## src/rtl/key_sw_entry_if.sv

```systemverilog
// Pushbutton/switch entry bus: raw board inputs in, entered hex value and key events out.
interface key_sw_entry_if #(
  parameter int DIGITS = 6
);
  logic [1:0]          KEY;
  logic [9:0]          SW;
  logic [4*DIGITS-1:0] value;
  logic [3:0]          digit_count;
  logic                full;
  logic [1:0]          key_evt;

  modport master (
    output KEY,
    output SW,
    input  value,
    input  digit_count,
    input  full,
    input  key_evt
  );

  modport slave (
    input  KEY,
    input  SW,
    output value,
    output digit_count,
    output full,
    output key_evt
  );
endinterface

```

## src/rtl/key_sw_entry.sv

```systemverilog
// Hex digit entry from debounced pushbuttons: enter shifts in SW[3:0], clear zeroes the register.
module key_sw_entry #(
  parameter int DEBOUNCE_CYCLES = 500000,
  parameter int DIGITS          = 6
) (
  input  logic           CLOCK_50,
  input  logic           Reset,
  key_sw_entry_if.slave  bus
);

  localparam int             CW       = $clog2(DEBOUNCE_CYCLES + 1);
  localparam int             VW       = 4 * DIGITS;
  localparam logic [CW-1:0]  CNT_LAST = CW'(DEBOUNCE_CYCLES - 1);
  localparam logic [3:0]     CNT_FULL = 4'(DIGITS);

  logic [1:0]    r_key_p0, r_key_p1;
  logic [4:0]    r_sw_p0, r_sw_p1;
  logic [CW-1:0] r_cnt [2];
  logic [1:0]    r_stable, r_stable_d;
  logic [VW-1:0] r_value;
  logic [3:0]    r_count;
  logic [1:0]    r_evt;
  logic [1:0]    w_press;
  logic          w_full;
  logic [VW-1:0] w_shifted;

  // Stage 0/1: two-flop synchronisers; only SW[9] and SW[3:0] carry meaning
  always_ff @(posedge CLOCK_50) begin
    if (Reset) begin
      r_key_p0 <= '1;
      r_key_p1 <= '1;
      r_sw_p0  <= '1;
      r_sw_p1  <= '1;
    end else begin
      r_key_p0 <= bus.KEY;
      r_key_p1 <= r_key_p0;
      r_sw_p0  <= {bus.SW[9], bus.SW[3:0]};
      r_sw_p1  <= r_sw_p0;
    end
  end

  // Stage 2: per-key debouncer; any return to the stable level restarts the count
  always_ff @(posedge CLOCK_50) begin
    if (Reset) begin
      for (int k = 0; k < 2; k++) r_cnt[k] <= '0;
      r_stable   <= '1;
      r_stable_d <= '1;
    end else begin
      r_stable_d <= r_stable;
      for (int k = 0; k < 2; k++) begin
        if (r_key_p1[k] == r_stable[k]) begin
          r_cnt[k] <= '0;
        end else if (r_cnt[k] == CNT_LAST) begin
          r_stable[k] <= r_key_p1[k];
          r_cnt[k]    <= '0;
        end else begin
          r_cnt[k] <= r_cnt[k] + 1'b1;
        end
      end
    end
  end

  // A press is a debounced high-to-low step; releases are ignored
  assign w_press = r_stable_d & ~r_stable;
  assign w_full  = (r_count == CNT_FULL);

  generate
    if (DIGITS == 1) begin : g_one
      assign w_shifted = r_sw_p1[3:0];
    end else begin : g_many
      assign w_shifted = {r_value[VW-5:0], r_sw_p1[3:0]};
    end
  endgenerate

  // Stage 3: entry register; clear beats a simultaneous enter
  always_ff @(posedge CLOCK_50) begin
    if (Reset) begin
      r_value <= '0;
      r_count <= '0;
      r_evt   <= '0;
    end else begin
      r_evt <= w_press;
      if (w_press[1]) begin
        r_value <= '0;
        r_count <= '0;
      end else if (w_press[0]) begin
        if (!w_full) begin
          r_value <= w_shifted;
          r_count <= r_count + 4'd1;
        end else if (r_sw_p1[4]) begin
          r_value <= w_shifted;
        end
      end
    end
  end

  assign bus.value       = r_value;
  assign bus.digit_count = r_count;
  assign bus.full        = w_full;
  assign bus.key_evt     = r_evt;

endmodule

```

## src/flat_wrapper.sv

```systemverilog
// flat-port wrapper written by rule: the top's interface ports become plain ports
module key_sw_entry_flat 
#(
  parameter int DEBOUNCE_CYCLES = 500000,
  parameter int DIGITS          = 6
)
  (CLOCK_50, Reset, bus_KEY, bus_SW, bus_value, bus_digit_count, bus_full, bus_key_evt);
  key_sw_entry_if #(.DIGITS(DIGITS)) bus_i ();
  input  logic CLOCK_50;
  input  logic Reset;
  input wire logic [$bits(bus_i.KEY)-1:0] bus_KEY;
  input wire logic [$bits(bus_i.SW)-1:0] bus_SW;
  output wire logic [$bits(bus_i.value)-1:0] bus_value;
  output wire logic [$bits(bus_i.digit_count)-1:0] bus_digit_count;
  output wire logic [$bits(bus_i.full)-1:0] bus_full;
  output wire logic [$bits(bus_i.key_evt)-1:0] bus_key_evt;
  assign bus_i.KEY = bus_KEY;
  assign bus_i.SW = bus_SW;
  assign bus_value = bus_i.value;
  assign bus_digit_count = bus_i.digit_count;
  assign bus_full = bus_i.full;
  assign bus_key_evt = bus_i.key_evt;
  key_sw_entry #(.DEBOUNCE_CYCLES(DEBOUNCE_CYCLES), .DIGITS(DIGITS)) u_core (.CLOCK_50(CLOCK_50), .Reset(Reset), .bus(bus_i));
endmodule
```

## config.mk

```make
export PLATFORM = sky130hd
export DESIGN_NAME = key_sw_entry_flat
export DESIGN_NICKNAME = d
export VERILOG_FILES = /design/src/rtl/key_sw_entry_if.sv /design/src/rtl/key_sw_entry.sv /design/src/flat_wrapper.sv
export SDC_FILE = /design/constraint.sdc
export NUM_CORES = 1
export LEC_CHECK = 0
export CAP_MARGIN = 10
export CORE_ASPECT_RATIO = 0.6
export CORE_MARGIN = 2
export CORE_UTILIZATION = 50
export CTS_CLUSTER_DIAMETER = 60
export DETAILED_ROUTE_END_ITERATION = 7
export PLACE_DENSITY = 0.81
export SYNTH_ARGS = -nofsm -noshare
export SYNTH_HDL_FRONTEND = slang
export SYNTH_SLANG_ARGS = --single-unit
```

## constraint.sdc

```tcl
create_clock -name CLOCK_50 -period 2.83 [get_ports CLOCK_50]
set_input_delay 0.7075 -clock CLOCK_50 [delete_from_list [all_inputs] [get_ports CLOCK_50]]
set_output_delay 0.7075 -clock CLOCK_50 [all_outputs]
set_load 0.05 [all_outputs]
```

==> summary.txt <==
Global routing
  • Tot GR Track Use: 0.203
  • Number of global-route vias before repair: 2775
  • Gr ovfl total: 0
  • Largest net degree at the start of global routing: 29
  • Initial antenna violation count: 0
  • Global-route wire length before repair: 12800 um

Yosys
  • Ys flop type: dfxtp_1
  • Sequential area share after synthesis: 0.569
  • Syn Area/Cell: 9.74 um2
  • Synthesized flop and latch total: 86
  • Synth Warn #: 0
  • Async set-reset flop share out of synthesis: 0
  • Synthesized cell area: 3690 um2
  • Synth unique cells: 38
  • Synth Instances: 379
  • Post-synth EDFFs: 38

Detailed routing
  • Detailed Routing Iterations Pass 1: 4
  • Routed vias/inst: 5.13
  • Initial DRC Count: 225
  • Antenna viol nets, final: 0
  • DR vias: 2842
  • Post-route DRC violation count: 0
  • Drt wl/cell: 13.6 um
  • Routed wire length: 7560 um

Layout
  • Commonest non-fill, non-tap cell in the layout: nand2_1
  • NumNets Final: 476
  • Layout cells sized above 1: 0.0907
  • Most frequent cells in the layout: nand2_1, dfxtp_1, nor2_1
  • Antenna diodes: 0
  • Area grow syn2layout: 25.0%

Clocking
  • TritonCTS Buffers: 9
  • Deepest clock path buffer count: 2
  • Clk Latency, worst-skew pair: 0.34 ns
  • CTS tree: yes
  • Clock Sinks: 86
  • Clk root buf: clkbuf_16
  • CTS Hold Bufs: 0
  • H-tree Lvls: 3
  • CTS clk-pin slew, worst paths: 0.06 ns

Worst hold path
  • Hold Path Class: flip-flop to flip-flop

Setup path
  • Critical Path End Type: output pin
  • Crit Path Class: flip-flop to output pin
  • Biggest fanout along the worst timing path: 5
  • Worst Path Required: 2.12 ns
  • Setup crit start kind: flip-flop
  • Critical path arrival: 1.62 ns

Timing
  • RSZ-0062 raised after global routing: no
  • Fin crit share: 0.823
  • Final Hold Viols: 0
  • Max frequency: 429 MHz
  • Final Max Slew Viols: 0
  • Min Tclk post-route: 2.33 ns
  • TNS Setup: 0 ns
  • Tightest Pin Transition: 0.822 ns
  • Slew headroom: 0.452
  • Clock Skew: 0.00423 ns
  • Final Setup Violations: 0

Outcome
  • Status: finished, final reports clean

Job
  • Max Cap Violations: 0

Floorplanning
  • Die height: 70.6 um
  • I/O pin cnt: 45
  • Width of the die: 115 um
  • Rows: 24
  • DIE AREA: 8110 um2
  • Core Box Area: 7210 um2
  • Starting Density: 0.512

Place
  • GPL Wtd Cong: 0.842
  • Final HPWL DP: 5340 um
  • Port Buffer Count: 39

Power and ir drop
  • Pwr/cell area: 554 nW/um2
  • Lkg Pwr: 1.63 nW
  • Total Power: 0.00256 W
  • VDD IR-drop max: 0.341 mV
registers in the layout (all words and copies together) (netlist names):
register and cells:
u_core.r_stable 2, u_core.r_key_p0 2, u_core.r_cnt 38, u_core.r_sw_p1 5, u_core.r_key_p1 2, u_core.bus.value 24
u_core.bus.key_evt 2, u_core.bus.digit_count 4, u_core.r_sw_p0 5, u_core.r_stable_d 2
final cells by class:
cell class / instances / area [um2]
repair buffers: 46 / 445
well taps: 91 / 114
fillers: 576 / 2590
multi-input cells: 304 / 1630
inverters: 11 / 41.3
clock buffers: 11 / 253
clock inverters: 5 / 31.3
flip-flops and latches: 86 / 2100
cell usage after synthesis, drive strengths merged, types with 2 or more instances:
master,instances,area share
and3,3,0.0051
nand4,15,0.027
nor4,5,0.0085
nor2,40,0.041
nand2,62,0.063
or3,8,0.014
mux2i,2,0.0054
nand2b,3,0.0051
a21oi,35,0.047
xor2,15,0.036
or2,14,0.024
inv,11,0.011
dfxtp,48,0.26
ha,4,0.014
and4,2,0.0047
nand3,10,0.015
o31ai,4,0.011
xnor2,13,0.031
nor3,6,0.0081
or4,4,0.0081
o21ai,9,0.012
edfxtp,38,0.31
clkbuf,13,0.013
and2,2,0.0034
nor2b,3,0.0051
buf,2,0.0027
cell families (layout without fill, tap and decap cells):
group	count (synthesis)	in the layout	synth area share
AOI/OAI and AO/OA	52	52	0.0790
and+or+nand+nor	180	180	0.238
xor gates and xnor gates	28	28	0.0664
muxes	2	2	0.00542
adders and majority gates	4	4	0.0136
DFF	86	86	0.569
buffers and inverters	26	73	0.0271
other	1	38	0.00102
critical path, stage by stage (launching register included):
cell	delay, ns
dfxtp_1	0.40
ha_1	0.18
nand3b_1	0.15
inv_1	0.13
dlymetal6s2s_1	0.43
routing by layer:
| layer | wire length (um) | vias up | global-route usage |
|---|---|---|---|
| met4 | 95 | 0 | 0.0616 |
| met1 | 3480 | 1352 | 0.265 |
| li1 | - | 1434 | - |
| met2 | 3650 | 45 | 0.318 |
| met3 | 336 | 11 | 0.0788 |
| met5 | 0 | - | 0 |
repair_timing:
item | 4_1_cts | 5_1_grt
endpoints found under the setup margin | 0 | 1
gates resized for setup | 0 | 1
setup buffers | 0 | 0
through the flow:
stage               instances  setup slack [ns]  area [um2]   util  hold WS (ns)
finish                    554             0.501        4610  0.640         0.411
global route              554             0.388        4610  0.640         0.422
CTS                       554             0.120        4610  0.640         0.412
detailed placement        538             0.505        4330  0.601         0.398
global placement          538             0.524        4330  0.601         0.392
floorplan                 416             0.709        3830      -         0.389
power breakdown:
| group | switching, W | leakage [nW] | internal (W) |
|---|---|---|---|
| Sequential | 0.0000313 | 0.782 | 0.00133 |
| Combinational | 0.0000465 | 0.698 | 0.0000389 |
| Clock | 0.000470 | 0.146 | 0.000641 |
| Total | 0.000547 | 1.63 | 0.00201 |
final timing paths:
path / startpoint / endpoint / slack (ns) / depth (start not counted)
worst max-delay path: u_core.bus.digit_count[1] / bus_full / 0.50 / 4
worst min-delay path: u_core.r_sw_p0[3] / u_core.r_sw_p1[3] / 0.41 / 1
worst max register to register: u_core.r_cnt[1][5] / u_core.r_cnt[1][17] / 0.64 / 4
worst min register to register: u_core.r_sw_p0[3] / u_core.r_sw_p1[3] / 0.41 / 1
Note: power is estimated with default switching activity, not from simulation.
